$ cat config.mk
export PLATFORM = sky130hd
export DESIGN_NAME = clint_multi
export DESIGN_NICKNAME = d
export VERILOG_FILES = /design/src/rtl/clint_multi.sv
export SDC_FILE = /design/constraint.sdc
export NUM_CORES = 1
export LEC_CHECK = 0
export CORE_ASPECT_RATIO = 1.75
export CORE_MARGIN = 4
export CORE_UTILIZATION = 55
export CTS_CLUSTER_DIAMETER = 60
export DETAILED_ROUTE_END_ITERATION = 8
export GPL_TIMING_DRIVEN = 0
export HOLD_SLACK_MARGIN = 0.05
export PLACE_DENSITY = 0.86
export SYNTH_ARGS = -nofsm -noshare
export SYNTH_HDL_FRONTEND = slang
export SYNTH_SLANG_ARGS = --single-unit
export TNS_END_PERCENT = 5
$ cat constraint.sdc
create_clock -name CLK -period 6.72 [get_ports CLK]
set_input_delay 1.344 -clock CLK [delete_from_list [all_inputs] [get_ports CLK]]
set_output_delay 1.344 -clock CLK [all_outputs]
set_load 0.05 [all_outputs]
$ cat src/rtl/clint_multi.sv
// Multi-hart core-local interruptor: msip, mtimecmp and mtime registers
// exposed on a split read/write bus with a prescaled 64-bit timer.
module clint_multi #(
  parameter logic [31:0] BASE_ADDR = 32'h1000_0000,
  parameter int          HARTS     = 4,
  parameter logic [31:0] TICK_CNT  = 32'd1
) (
  input  logic             CLK,
  input  logic             RST,
  input  logic             RDEN,
  input  logic [31:0]      RIADDR,
  output logic [31:0]      ROADDR,
  output logic             RVALID,
  output logic [31:0]      RDATA,
  input  logic             WREN,
  input  logic [31:0]      WADDR,
  input  logic [31:0]      WDATA,
  input  logic             TIME_STOP,
  output logic [HARTS-1:0] MSIP,
  output logic [HARTS-1:0] MTIP
);

  localparam logic [31:0] WIN_SIZE = 32'h0001_0000;
  localparam logic [15:0] OFF_TLO  = 16'hBFF8;
  localparam logic [15:0] OFF_THI  = 16'hBFFC;

  logic [31:0]            presc_q, presc_d;
  logic [63:0]            mtime_q, mtime_d;
  logic [HARTS-1:0][63:0] cmp_q, cmp_d;
  logic [HARTS-1:0]       msip_q, msip_d;
  logic [HARTS-1:0]       mtip_q, mtip_d;
  logic                   rvalid_q, rvalid_d;
  logic [31:0]            roaddr_q, roaddr_d;
  logic [31:0]            rdata_q, rdata_d;

  logic [31:0] rd_rel, wr_rel;
  logic        rd_hit, wr_hit;
  logic [15:0] rd_off, wr_off;
  logic [31:0] rd_val;
  logic        tick;
  logic        we_tlo, we_thi;

  // Window membership is computed relative to the base so that a base
  // near the top of the address space cannot overflow the comparison.
  assign rd_rel = RIADDR - BASE_ADDR;
  assign wr_rel = WADDR - BASE_ADDR;
  assign rd_hit = RDEN && (rd_rel < WIN_SIZE);
  assign wr_hit = WREN && (wr_rel < WIN_SIZE);
  assign rd_off = RIADDR[15:0];
  assign wr_off = WADDR[15:0];

  assign MSIP   = msip_q;
  assign MTIP   = mtip_q;
  assign RVALID = rvalid_q;
  assign ROADDR = roaddr_q;
  assign RDATA  = rdata_q;

  // Read mux over current register values; unmapped offsets read as zero.
  always_comb begin
    rd_val = '0;
    for (int h = 0; h < HARTS; h++) begin
      if (rd_off == 16'(4 * h))
        rd_val = {31'b0, msip_q[h]};
      if (rd_off == 16'(32'h4000 + 8 * h))
        rd_val = cmp_q[h][31:0];
      if (rd_off == 16'(32'h4004 + 8 * h))
        rd_val = cmp_q[h][63:32];
    end
    if (rd_off == OFF_TLO)
      rd_val = mtime_q[31:0];
    if (rd_off == OFF_THI)
      rd_val = mtime_q[63:32];
  end

  // Next-state: prescaler, timer, writable registers, compare and read port.
  always_comb begin
    presc_d  = presc_q;
    mtime_d  = mtime_q;
    cmp_d    = cmp_q;
    msip_d   = msip_q;
    mtip_d   = '0;
    tick     = 1'b0;
    we_tlo   = wr_hit && (wr_off == OFF_TLO);
    we_thi   = wr_hit && (wr_off == OFF_THI);
    rvalid_d = rd_hit;
    roaddr_d = rd_hit ? RIADDR : 32'h0;
    rdata_d  = rd_hit ? rd_val : 32'h0;

    if (!TIME_STOP) begin
      if (presc_q == TICK_CNT - 32'd1) begin
        tick    = 1'b1;
        presc_d = '0;
      end else begin
        presc_d = presc_q + 32'd1;
      end
    end

    for (int h = 0; h < HARTS; h++) begin
      mtip_d[h] = (mtime_q >= cmp_q[h]);
      if (wr_hit && wr_off == 16'(4 * h))
        msip_d[h] = WDATA[0];
      if (wr_hit && wr_off == 16'(32'h4000 + 8 * h))
        cmp_d[h][31:0] = WDATA;
      if (wr_hit && wr_off == 16'(32'h4004 + 8 * h))
        cmp_d[h][63:32] = WDATA;
    end

    // A software write to mtime wins over the tick in the same cycle.
    if (we_tlo)
      mtime_d[31:0] = WDATA;
    if (we_thi)
      mtime_d[63:32] = WDATA;
    if (tick && !we_tlo && !we_thi)
      mtime_d = mtime_q + 64'd1;
  end

  // State registers with synchronous reset; compares start disarmed.
  always_ff @(posedge CLK) begin
    if (RST) begin
      presc_q  <= '0;
      mtime_q  <= '0;
      cmp_q    <= '1;
      msip_q   <= '0;
      mtip_q   <= '0;
      rvalid_q <= 1'b0;
      roaddr_q <= '0;
      rdata_q  <= '0;
    end else begin
      presc_q  <= presc_d;
      mtime_q  <= mtime_d;
      cmp_q    <= cmp_d;
      msip_q   <= msip_d;
      mtip_q   <= mtip_d;
      rvalid_q <= rvalid_d;
      roaddr_q <= roaddr_d;
      rdata_q  <= rdata_d;
    end
  end

endmodule
==> flow_metrics.tcl, run 1 <==
set metrics [dict create \
    die-area_um2 47500 \
    finalSetupViolCount 0 \
    cp.arrival_ns 5.21 \
    port_buffers 143 \
    p_clk_frac 0.470 \
    grt_pass1_wl_um 154000 \
    die_h_um 285 \
    synth.largest_area_cell "dfxtp_1" \
    finalMaxSlewViolations 6 \
    p_sw_frac 0.245 \
    setup_tns_ns 0 \
    drive_gt1_frac 0.0563 \
    vias 25100 \
    grt_max_degree 16 \
    cp-start-kind "input port" \
    internal_power_w 0.00402 \
    maxSlewHeadroom -0.110 \
    netlist_area_um2 24200 \
    nets 3421 \
    worst_ir_drop_vdd_mv 0.205 \
    cellLeakagePower_nw 12.8 \
    r2r_start "mtime_q[28]$_SDFFE_PP0P_" \
    rr_endpoint "mtime_q[56]$_SDFFE_PP0P_" \
    grt_antenna_before_repair 2 \
    period_minus_slack_ns 4.78 \
    first_global_vias 25300 \
    min_path_type "flop to flop" \
    synthCells 2860 \
    hold_ws_ns 0.485 \
    yosys-top-cells-count "425 x dfxtp_1, 398 x nand2_1, 274 x inv_1, 267 x o211ai_1, 259 x ha_1" \
    fmax_ghz 0.209 \
    period_share 0.712 \
    cts.clk_slew.worst_paths_ns 0.07 \
    avgSynthCellArea_um2 8.46 \
    cts_setup_buffers 0 \
    r2r_cells 7 \
    synth_top_cell_area_share 0.352 \
    power.switching_w 0.00130 \
    post-synth-top-count-cell "dfxtp_1" \
    cts_tree "built" \
    cts_root_buffer "clkbuf_16" \
    cts_hold_buffers 0 \
    wirelength_um 106000 \
    area_growth_pct 14.9 \
    route.detailed.drc 12 \
    hpwl_um 80200 \
    synth_edf_count 0 \
    drt-pass1-iter-count 9 \
    viasPerCell 6.86 \
    regToRegSetupSlack_ns 2.98 \
    synth_seq_cells 425 \
    cp-startpoint "RIADDR[11]" \
    postRouteAntennaNets 0 \
    drt_iter0_drc 3415 \
    cts-buffers-inserted 42 \
    ys_seq_area_frac 0.352 \
    clock_latency_ns 0.58 \
    status "finished with violations" \
    ys_async_sr_fraction 0 \
    grtUsageTotal 0.425 \
    critPathMaxFanout 10 \
    cts_buffer_depth 3 \
    synth_cell_types 79 \
    p_per_area_nw_per_um2 191 \
    die_w_um 167 \
    htreeDepth 2 \
    seqPwrFrac 0.477 \
    avgRoutedWirePerCell_um 28.9 \
    core_area_um2 43500 \
    tightest_slew_ns 1.65 \
    finalHoldViolCount 0 \
    required_ns 7.15 \
    combPwrFrac 0.053 \
    cp-end-kind "flop" \
    ios 174 \
    grt_overflow 0 \
    synth_area_leaders "dfxtp_1 35%, ha_1 13%, o211ai_1 8.3%" \
    synthFlopType "dfxtp_1" \
    grt_setup_unrepaired "false" \
    cts_resized 0 \
    fin_skew_ns 0.0297 \
    cts_sinks 425 \
    initial_utilization 0.556 \
    cp-endpoint "RDATA[31]$_SDFF_PP0_" \
    place_congestion 1.07 \
    rows 101 \
    violations "design-rule violations, max-capacitance violations, max-slew violations" \
    worstSetupPathType "input port to flop" \
    yosysWarnings 0 \
    maxCapViolCount 2 \
]
## registers in the layout, summed over array words and instances (netlist names)
signal,count
RVALID,1
cmp_q,256
ROADDR,32
MTIP,4
RDATA,32
mtime_q,64
MSIP,4
presc_q,32
## worst min path at each step
stage | cells after the start | end | startpoint
after CTS | 2 | MSIP[1]$_SDFFE_PP0P_ | MSIP[1]$_SDFFE_PP0P_
after global placement | 2 | MSIP[1]$_SDFFE_PP0P_ | MSIP[1]$_SDFFE_PP0P_
after floorplan | 2 | cmp_q[64]$_SDFFE_PP1P_ | cmp_q[64]$_SDFFE_PP1P_
after detailed placement | 2 | MSIP[1]$_SDFFE_PP0P_ | MSIP[1]$_SDFFE_PP0P_
after global routing | 2 | MSIP[1]$_SDFFE_PP0P_ | MSIP[1]$_SDFFE_PP0P_
final | 2 | MSIP[1]$_SDFFE_PP0P_ | MSIP[1]$_SDFFE_PP0P_
## cell usage in the layout, fill, tap and decap left out, drive strengths merged, types with 12 or more instances in the layout
cell           instances
conb                  15
clkbuf               169
or3                   12
a21oi                111
nand2                399
nor3                  45
and4                  15
inv                  275
nor2                 125
a21o                  37
o21ai                 83
and3                  23
a211oi                27
a22oi                 67
clkdlybuf4s50        143
xnor2                 32
nand3                 58
nand2b                15
nand4                 69
and2                  30
xor2                  25
ha                   259
o211ai               267
dfxtp                425
a222oi                63
a41oi                 34
nor4                  36
buf                   73
## logic make-up after synthesis
group                    Yosys count  share of synthesized area
AND/OR/NAND/NOR                  881                      0.177
AO/OA/AOI/OAI                    768                      0.228
XOR/XNOR                          57                     0.0206
adder cells (fa/ha/maj)          259                      0.134
buffers and inverters            461                     0.0842
multiplexers                       8                    0.00357
flip-flops                       425                      0.352
other                              1                   0.000155
## per-layer routing
metal | GRT usage | vias to the layer above | part of all wire
met5 | 0.00518 | - | 0.00010
li1 | - | 10800 | -
met3 | 0.0924 | 686 | 0.096
met2 | 0.707 | 1806 | 0.46
met1 | 0.423 | 11800 | 0.31
met4 | 0.440 | 2 | 0.13
## metrics by stage
stage / setup WS (ns) / power [W] / instance area, um^2 / std cells / utilization
after floorplan: 3.29 / 0.00272 / 24200 / 2874 / -
after global placement: 1.68 / 0.00286 / 26400 / 3583 / 0.607
after detailed placement: 1.65 / 0.00287 / 26400 / 3583 / 0.607
after CTS: 2.15 / 0.00530 / 27800 / 3658 / 0.639
after global routing: 2.00 / 0.00541 / 27800 / 3658 / 0.639
final: 1.94 / 0.00532 / 27800 / 3661 / 0.640
## power by group through the flow
stage	Combinational [W]	Clock, W	Sequential, W
2_1_floorplan	0.000111	0	0.00261
3_3_place_gp	0.000267	0	0.00259
3_5_place_dp	0.000272	0	0.00259
4_1_cts	0.000273	0.00249	0.00254
5_1_grt	0.000291	0.00258	0.00254
6_report	0.000284	0.00250	0.00254
## worst max-delay path, cell delays in order
cell,delay [ns]
clkdlybuf4s50_1,0.45
or4_1,0.66
nor4_2,0.34
nand4_1,0.29
nor3_2,0.65
clkbuf_1,0.75
a222oi_1,0.25
a41oi_1,0.46
## layout make-up
class / instances / area [um^2]
Fill cell: 3753 / 15700
Tap cell: 566 / 708
Sequential cell: 425 / 8510
Antenna cell: 3 / 7.51
Timing Repair Buffer: 143 / 1430
Clock buffer: 55 / 1190
Buffer: 187 / 1010
Inverter: 274 / 1030
Multi-Input combinational cell: 1988 / 13700
Clock inverter: 20 / 221
(Power assumes the default switching activity.)
==> run 2, diff against run 1 <==
==> constraint.sdc (replaced) <==
create_clock -name CLK -period 4.5 [get_ports CLK]
set_input_delay 0.9 -clock CLK [delete_from_list [all_inputs] [get_ports CLK]]
set_output_delay 0.9 -clock CLK [all_outputs]
set_load 0.05 [all_outputs]
==> results of run 2 <==
Same layout as run 1 (identical final DEF). Status: finished with violations: design-rule violations, max-capacitance violations, max-slew violations.
Main changes from that run: setup slack after placement 1.65 ns -> -0.123 ns; setup slack after layout 1.94 ns -> 0.161 ns; register-to-register setup slack 2.98 ns -> 0.76 ns; total power 0.00532 W -> 0.00794 W; worst IR drop on VDD 0.205 mV -> 0.306 mV
